## src/rtl/srl_delay_line.sv

```systemverilog
// Multi-channel runtime-addressable shift-register delay line with per-channel
// clock enable, fill tracking and optional registered output.
module srl_delay_line #(
    parameter int               CHANNELS = 4,
    parameter int               WIDTH    = 8,
    parameter int               DEPTH    = 32,
    parameter int               AW       = $clog2(DEPTH),
    parameter bit               NEG_CLK  = 1'b0,
    parameter logic [WIDTH-1:0] INIT_PAT = '0,
    parameter bit               OUT_REG  = 1'b1
) (
    input  logic                         clk,
    input  logic                         rst_n,
    input  logic [CHANNELS-1:0]          ce,
    input  logic [CHANNELS-1:0]          flush,
    input  logic [CHANNELS*WIDTH-1:0]    din,
    input  logic [CHANNELS*AW-1:0]       addr,
    output logic [CHANNELS*WIDTH-1:0]    dout,
    output logic [CHANNELS-1:0]          dout_valid
);

    localparam int            CW   = $clog2(DEPTH + 1);
    localparam logic [AW-1:0] LAST = AW'(DEPTH - 1);

    // Every flop in the block shares this edge, so NEG_CLK flips them all together.
    logic aclk;
    assign aclk = NEG_CLK ? ~clk : clk;

    for (genvar c = 0; c < CHANNELS; c++) begin : g_ch
        // No reset on the chain so it can map onto SRL primitives.
        logic [WIDTH-1:0] sr [DEPTH] = '{default: INIT_PAT};
        logic [CW-1:0]    cnt;
        logic [AW-1:0]    sel_p0;
        logic [WIDTH-1:0] tap_p0;
        logic             vld_p0;

        always_ff @(posedge aclk) begin
            if (ce[c]) begin
                sr[0] <= din[c*WIDTH +: WIDTH];
                for (int k = 1; k < DEPTH; k++) begin
                    sr[k] <= sr[k-1];
                end
            end
        end

        // Fill count: a flush on an enabled edge still counts that edge's sample.
        always_ff @(posedge aclk or negedge rst_n) begin
            if (!rst_n) begin
                cnt <= '0;
            end else if (flush[c]) begin
                cnt <= ce[c] ? CW'(1) : '0;
            end else if (ce[c] && (int'(cnt) < DEPTH)) begin
                cnt <= cnt + CW'(1);
            end
        end

        // Stage p0: tap select with clamp to the last stage
        assign sel_p0 = (int'(addr[c*AW +: AW]) > DEPTH - 1) ? LAST : addr[c*AW +: AW];
        assign tap_p0 = sr[sel_p0];
        assign vld_p0 = int'(cnt) > int'(sel_p0);

        if (OUT_REG) begin : g_oreg
            logic [WIDTH-1:0] dout_p1;
            logic             vld_p1;

            // Stage p1: output register, captured every edge regardless of ce
            always_ff @(posedge aclk or negedge rst_n) begin
                if (!rst_n) begin
                    dout_p1 <= '0;
                    vld_p1  <= 1'b0;
                end else begin
                    dout_p1 <= tap_p0;
                    vld_p1  <= vld_p0;
                end
            end

            assign dout[c*WIDTH +: WIDTH] = dout_p1;
            assign dout_valid[c]          = vld_p1;
        end else begin : g_ocomb
            assign dout[c*WIDTH +: WIDTH] = tap_p0;
            assign dout_valid[c]          = vld_p0;
        end
    end

endmodule

```

## config.mk

```make
export PLATFORM = sky130hd
export DESIGN_NAME = srl_delay_line
export DESIGN_NICKNAME = d
export VERILOG_FILES = /design/src/rtl/srl_delay_line.sv
export SDC_FILE = /design/constraint.sdc
export NUM_CORES = 1
export LEC_CHECK = 0
export BUFFER_PORTS_ARGS = -buffer_cell sky130_fd_sc_hd__buf_2
export CORE_MARGIN = 5
export CORE_UTILIZATION = 34
export DETAILED_ROUTE_END_ITERATION = 10
export PLACE_DENSITY = 0.52
export SLEW_MARGIN = 20
export SYNTH_ARGS = -nofsm -noshare
export SYNTH_HDL_FRONTEND = slang
export SYNTH_SLANG_ARGS = --single-unit
```

## constraint.sdc

```tcl
create_clock -name clk -period 3.1 [get_ports clk]
set_input_delay 0.775 -clock clk [delete_from_list [all_inputs] [get_ports clk]]
set_output_delay 0.775 -clock clk [all_outputs]
set_load 0.01 [all_outputs]
```

After elaboration in Yosys (flattened, before gate mapping) --
Memory sizes are Yosys's and may differ from the RTL's. A register that Yosys moved wholly into a read port is not among the register bits. Cells that the tools add are included.
Operators by class: $add $sub $neg 4, order comparisons 8, muxes and demuxes 20, reduce and logical (&&, ||, !) cells 12
Operators by type and width (number):
- 6-bit two-way mux | 8
- 6-bit by 1-bit adder with 6-bit output, second input constant | 4
- 6-bit by 5-bit greater-than comparator with 1-bit output | 4
- 6-bit less-than comparator, second input constant | 4
- 1-bit two-way mux | 12
- 2-bit nonzero test | 4
- 1-bit logical AND | 4
- 1-bit logical NOT | 4
Word-level totals: register bits 28, RAM bits 1024, output and inout bits 36, word-level logic and storage cells 56, memories 4
Memory list:
- g_ch[0].sr | words 32, bits a word 8, rd ports 32, clocked after memory_dff 1, wr ports 32, line 31 | logic [WIDTH-1:0] sr [DEPTH] = '{default: INIT_PAT};
- g_ch[1].sr | words 32, bits a word 8, rd ports 32, clocked after memory_dff 1, wr ports 32, line 31
- g_ch[2].sr | words 32, bits a word 8, rd ports 32, clocked after memory_dff 1, wr ports 32, line 31
- g_ch[3].sr | words 32, bits a word 8, rd ports 32, clocked after memory_dff 1, wr ports 32, line 31

Logic depth before layout (Yosys ltp) --
word-level depth 4, mapped depth 9, gate-level depth less buffers 7

Worst setup path after synthesis --
Ideal clock, no wire load.
path type input to register, start point in addr[1], end point reg g_ch[0].g_oreg.vld_p1, setup time 0.126 ns, data arrival time 2.111 ns, required time 2.974 ns, slack 0.863 ns, cell stages on the path 9, path through buf_2 -> buf_2 -> inv_1 -> ha_1 -> nor2b_1 -> o21ai_0 -> nand2b_1 -> a211oi_1 -> o21bai_1
On the way: word-level cells in the longest chain between the ends 1
RTL lines:
- from (decl) | line 17 | input logic [CHANNELS*AW-1:0] addr,
- 6-bit by 5-bit greater-than comparator with 1-bit output | line 60 | assign vld_p0 = int'(cnt) > int'(sel_p0);
- named net g_ch[0].vld_p0 | line 35 | logic vld_p0;
- to (signal assigned) | line 73 | vld_p1 <= vld_p0;
- to (decl) | line 64 | logic vld_p1;
The timed path passes the listed nets, and every way through them passes these cells. A chain may end at the register's enable or synchronous reset.

Worst setup path in the final report --
start point reg g_ch[3].g_oreg.dout_p1[6] (read register of g_ch[3].sr), end point out dout[30]
RTL lines:
- from (decl) | line 63 | logic [WIDTH-1:0] dout_p1;
- to (decl) | line 18 | output logic [CHANNELS*WIDTH-1:0] dout,
No word-level cell between the ends.

==> reports/qor.txt <==
Mapped Cells -> 1746
Wire per inst -> 22.1 um
PortBufs -> 97
Most frequent cells in the layout -> 1024 x edfxtp_1, 226 x mux4_2, 132 x o22ai_1
Power Density -> 690 nW/um^2
Critical path, cell by cell -> buf_2
Worst reg2reg path endpoint -> g_ch[0].g_oreg.vld_p1$_DFF_PN0_
CTS Root Cell -> clkbuf_16
Status -> finished, final reports clean
Period utilization -> 67.8%
Synth Area in Compound Gates -> 2.41%
Worst setup path class -> register to output port
DP Wirelength -> 47200 um
R2r setup slk -> 1470 ps
Worst-Skew Late Latency -> 710 ps
Post-CTS Setup Bufs -> 0
Initial antenna violation count -> 8
CP Capture Type -> output port
Worst path top cell family by delay -> flip-flops
R2R Path Start -> g_ch[0].cnt[1]$_DFFE_PN0P_
FMAX -> 476 MHz
CTS buffer count -> 113
EDFF count, synth -> 1024
Worst Clk Skew -> 31.9 ps
Slew headroom -> 44.6%
Max Cap Viol -> 0
Sw Share -> 21.5%
DRC violations left -> 0
Worst Setup EP -> dout[30]
Top_reg_cell synth -> edfxtp_1
Synthesis Warnings -> 0
Slew @ Worst Pin -> 829 ps
Worst vdd rail ir drop -> 0.484 mV
Crit path from -> g_ch[3].g_oreg.dout_p1[6]$_DFF_PN0_
Crit path largest cell delay -> 440 ps
DR pass1 iterations -> 5
H-tree Lvls -> 3
Vias per std cell -> 5.05
Seq/Total Area, Yosys -> 78.5%
Leakage power -> 15.8 nW
P_int -> 25.6 mW
Largest family of logic cells by synthesized area -> multiplexers
Vias in the first global route -> 19600
Worst hold slack -> 84.0 ps
Synth area leaders -> edfxtp_1 75%, mux4_2 12%, dfrtp_1 3.7%
Cts hold-fix bufs -> 0
Initial Utilization -> 34.2%
Combinational share of power -> 5.3%
First-pass GRT wire length -> 124000 um
GR Overflow Total -> 0
Multiplexer share of the synthesized area -> 14.4%
Layout net count -> 2023
Die width -> 358 um
Clock Tree Buf Depth -> 3
# IOs -> 98
Final Hold Fails -> 0
Layout area overhead -> 15.2%
Layout cell share with drive strength beyond 1 -> 27.4%
Register bit total from synthesis -> 1084
Die H -> 358 um
Req. time, crit path -> 2320 ps
Critical path data arrival time -> 1330 ps
Yosys top cell area share -> 74.9%
Placer Congestion -> 0.733
Slowest cell on the critical path -> dfrtp_1
Simple-Gate Fraction of Synth Area -> 1.97%
Pin count of the biggest net entering global routing -> 127
Reg2reg path depth -> 6
WP buf/inv -> 1
DIE AREA -> 128000 um^2
Post-synth ARST share -> 5.54%
Final TNS setup -> 0 ps
Adder-Cell Fraction of Synth Area -> 0.731%
Commonest non-fill, non-tap cell in the layout -> edfxtp_1
Sink Count -> 1084
RSZ-0062 raised after global routing -> false
Final setup fails -> 0
Avg Inst Size Synth -> 23.5 um^2
Leading area contributor after synthesis -> edfxtp_1
Register share of total power -> 53.6%
Post-Synth XOR/XNOR Area -> 0.213%
Post-CTS Resized -> 0
Clock power share -> 41.1%
TritonCTS clock tree -> built
Distinct cell type count after synthesis -> 38
Drt total wl -> 80800 um
Crit path launch type -> register
Mapped Area -> 41100 um^2
Core Box Area -> 120000 um^2
Min-Delay Path Class -> input pin to async pin
All-layer global routing usage -> 12.6%
Final Max Tran Viols -> 0
Post-route ant nets -> 0
Vias -> 18500
Starting DRT DRC Count -> 1632
Syn nets -> 1832
Clock slew at reported path FFs -> 60 ps
Crit path max fanout -> 1
Switching pwr -> 7.02 mW
Critical Path Stages -> 1
Min Tclk post-route -> 2100 ps
FP Rows -> 127
==> layout make-up <==
class,count,area [um^2]
Tap cell,1612,2020
Fill cell,10600,72700
Clock buffer,159,3150
Multi-Input combinational cell,578,8100
Antenna cell,4,10.0
Clock inverter,56,574
Sequential cell,1084,32300
Inverter,20,75.1
Timing Repair Buffer,140,1140
==> power by group through the flow <==
stage	clock network, mW	registers (mW)	logic (mW)
after CTS	13.9	17.5	1.78
after detailed placement	0	17.8	1.78
after floorplan	0	17.6	1.04
after global routing	14.5	17.6	1.88
final	13.4	17.5	1.73
after global placement	0	17.7	1.74
==> worst min path at each step <==
stage	cells past startpoint	from	slack (ps)	to
after floorplan	0	g_ch[0].sr[17][6]$_DFFE_PP_	420	g_ch[0].sr[18][6]$_DFFE_PP_
after global placement	0	g_ch[1].sr[24][3]$_DFFE_PP_	420	g_ch[1].sr[25][3]$_DFFE_PP_
after detailed placement	0	g_ch[0].sr[17][6]$_DFFE_PP_	420	g_ch[0].sr[18][6]$_DFFE_PP_
after CTS	1	rst_n	10	g_ch[2].g_oreg.dout_p1[0]$_DFF_PN0_
after global routing	1	rst_n	50	g_ch[2].g_oreg.dout_p1[0]$_DFF_PN0_
final	1	rst_n	80	g_ch[2].g_oreg.dout_p1[0]$_DFF_PN0_
==> Yosys cell counts, types with 5 or more instances <==
cell / count
edfxtp_1: 1024
mux4_2: 226
o22ai_1: 132
dfrtp_1: 60
nand3_1: 32
mux4_1: 30
buf_2: 26
ha_1: 24
nor2_1: 24
nor4_2: 23
inv_1: 19
buf_12: 14
nand2_1: 13
buf_6: 9
nor4_1: 9
xor2_1: 9
nor2b_1: 8
o21ai_0: 8
nand4_1: 5
==> sequential cells by signal (all words and copies together), names as in the netlist <==
signal	flops
g_ch.g_oreg.vld_p1	4
g_ch.g_oreg.dout_p1	32
g_ch.cnt	24
g_ch.sr	1024
==> layer usage <==
| layer | GRT usage, % | vias up | wire [um] |
|---|---|---|---|
| met5 | 0 | - | 0 |
| li1 | - | 7964 | - |
| met2 | 19.5 | 420 | 38100 |
| met4 | 3.32 | 0 | 1840 |
| met1 | 18.1 | 9941 | 36700 |
| met3 | 2.89 | 134 | 4140 |
==> metrics by stage <==
stage               util, %  cells  total power [mW]  setup slack [ps]  cell area, um^2
finish                 39.4   3653              32.6               999            47300
global route           39.4   3649              34.0               891            47300
CTS                    39.4   3649              33.2               865            47300
detailed placement     36.3   3434              19.6               516            43600
global placement       36.3   3434              19.5               540            43600
floorplan                 -   1746              18.6               863            41100
==> logic make-up after synthesis <==
family / count (synthesis)
compound gates: 157
xor+xnor: 10
fa+ha+maj: 24
buf+inv: 84
flops: 1084
mux: 260
simple gates: 127
Note: power is estimated with default switching activity, not from simulation.
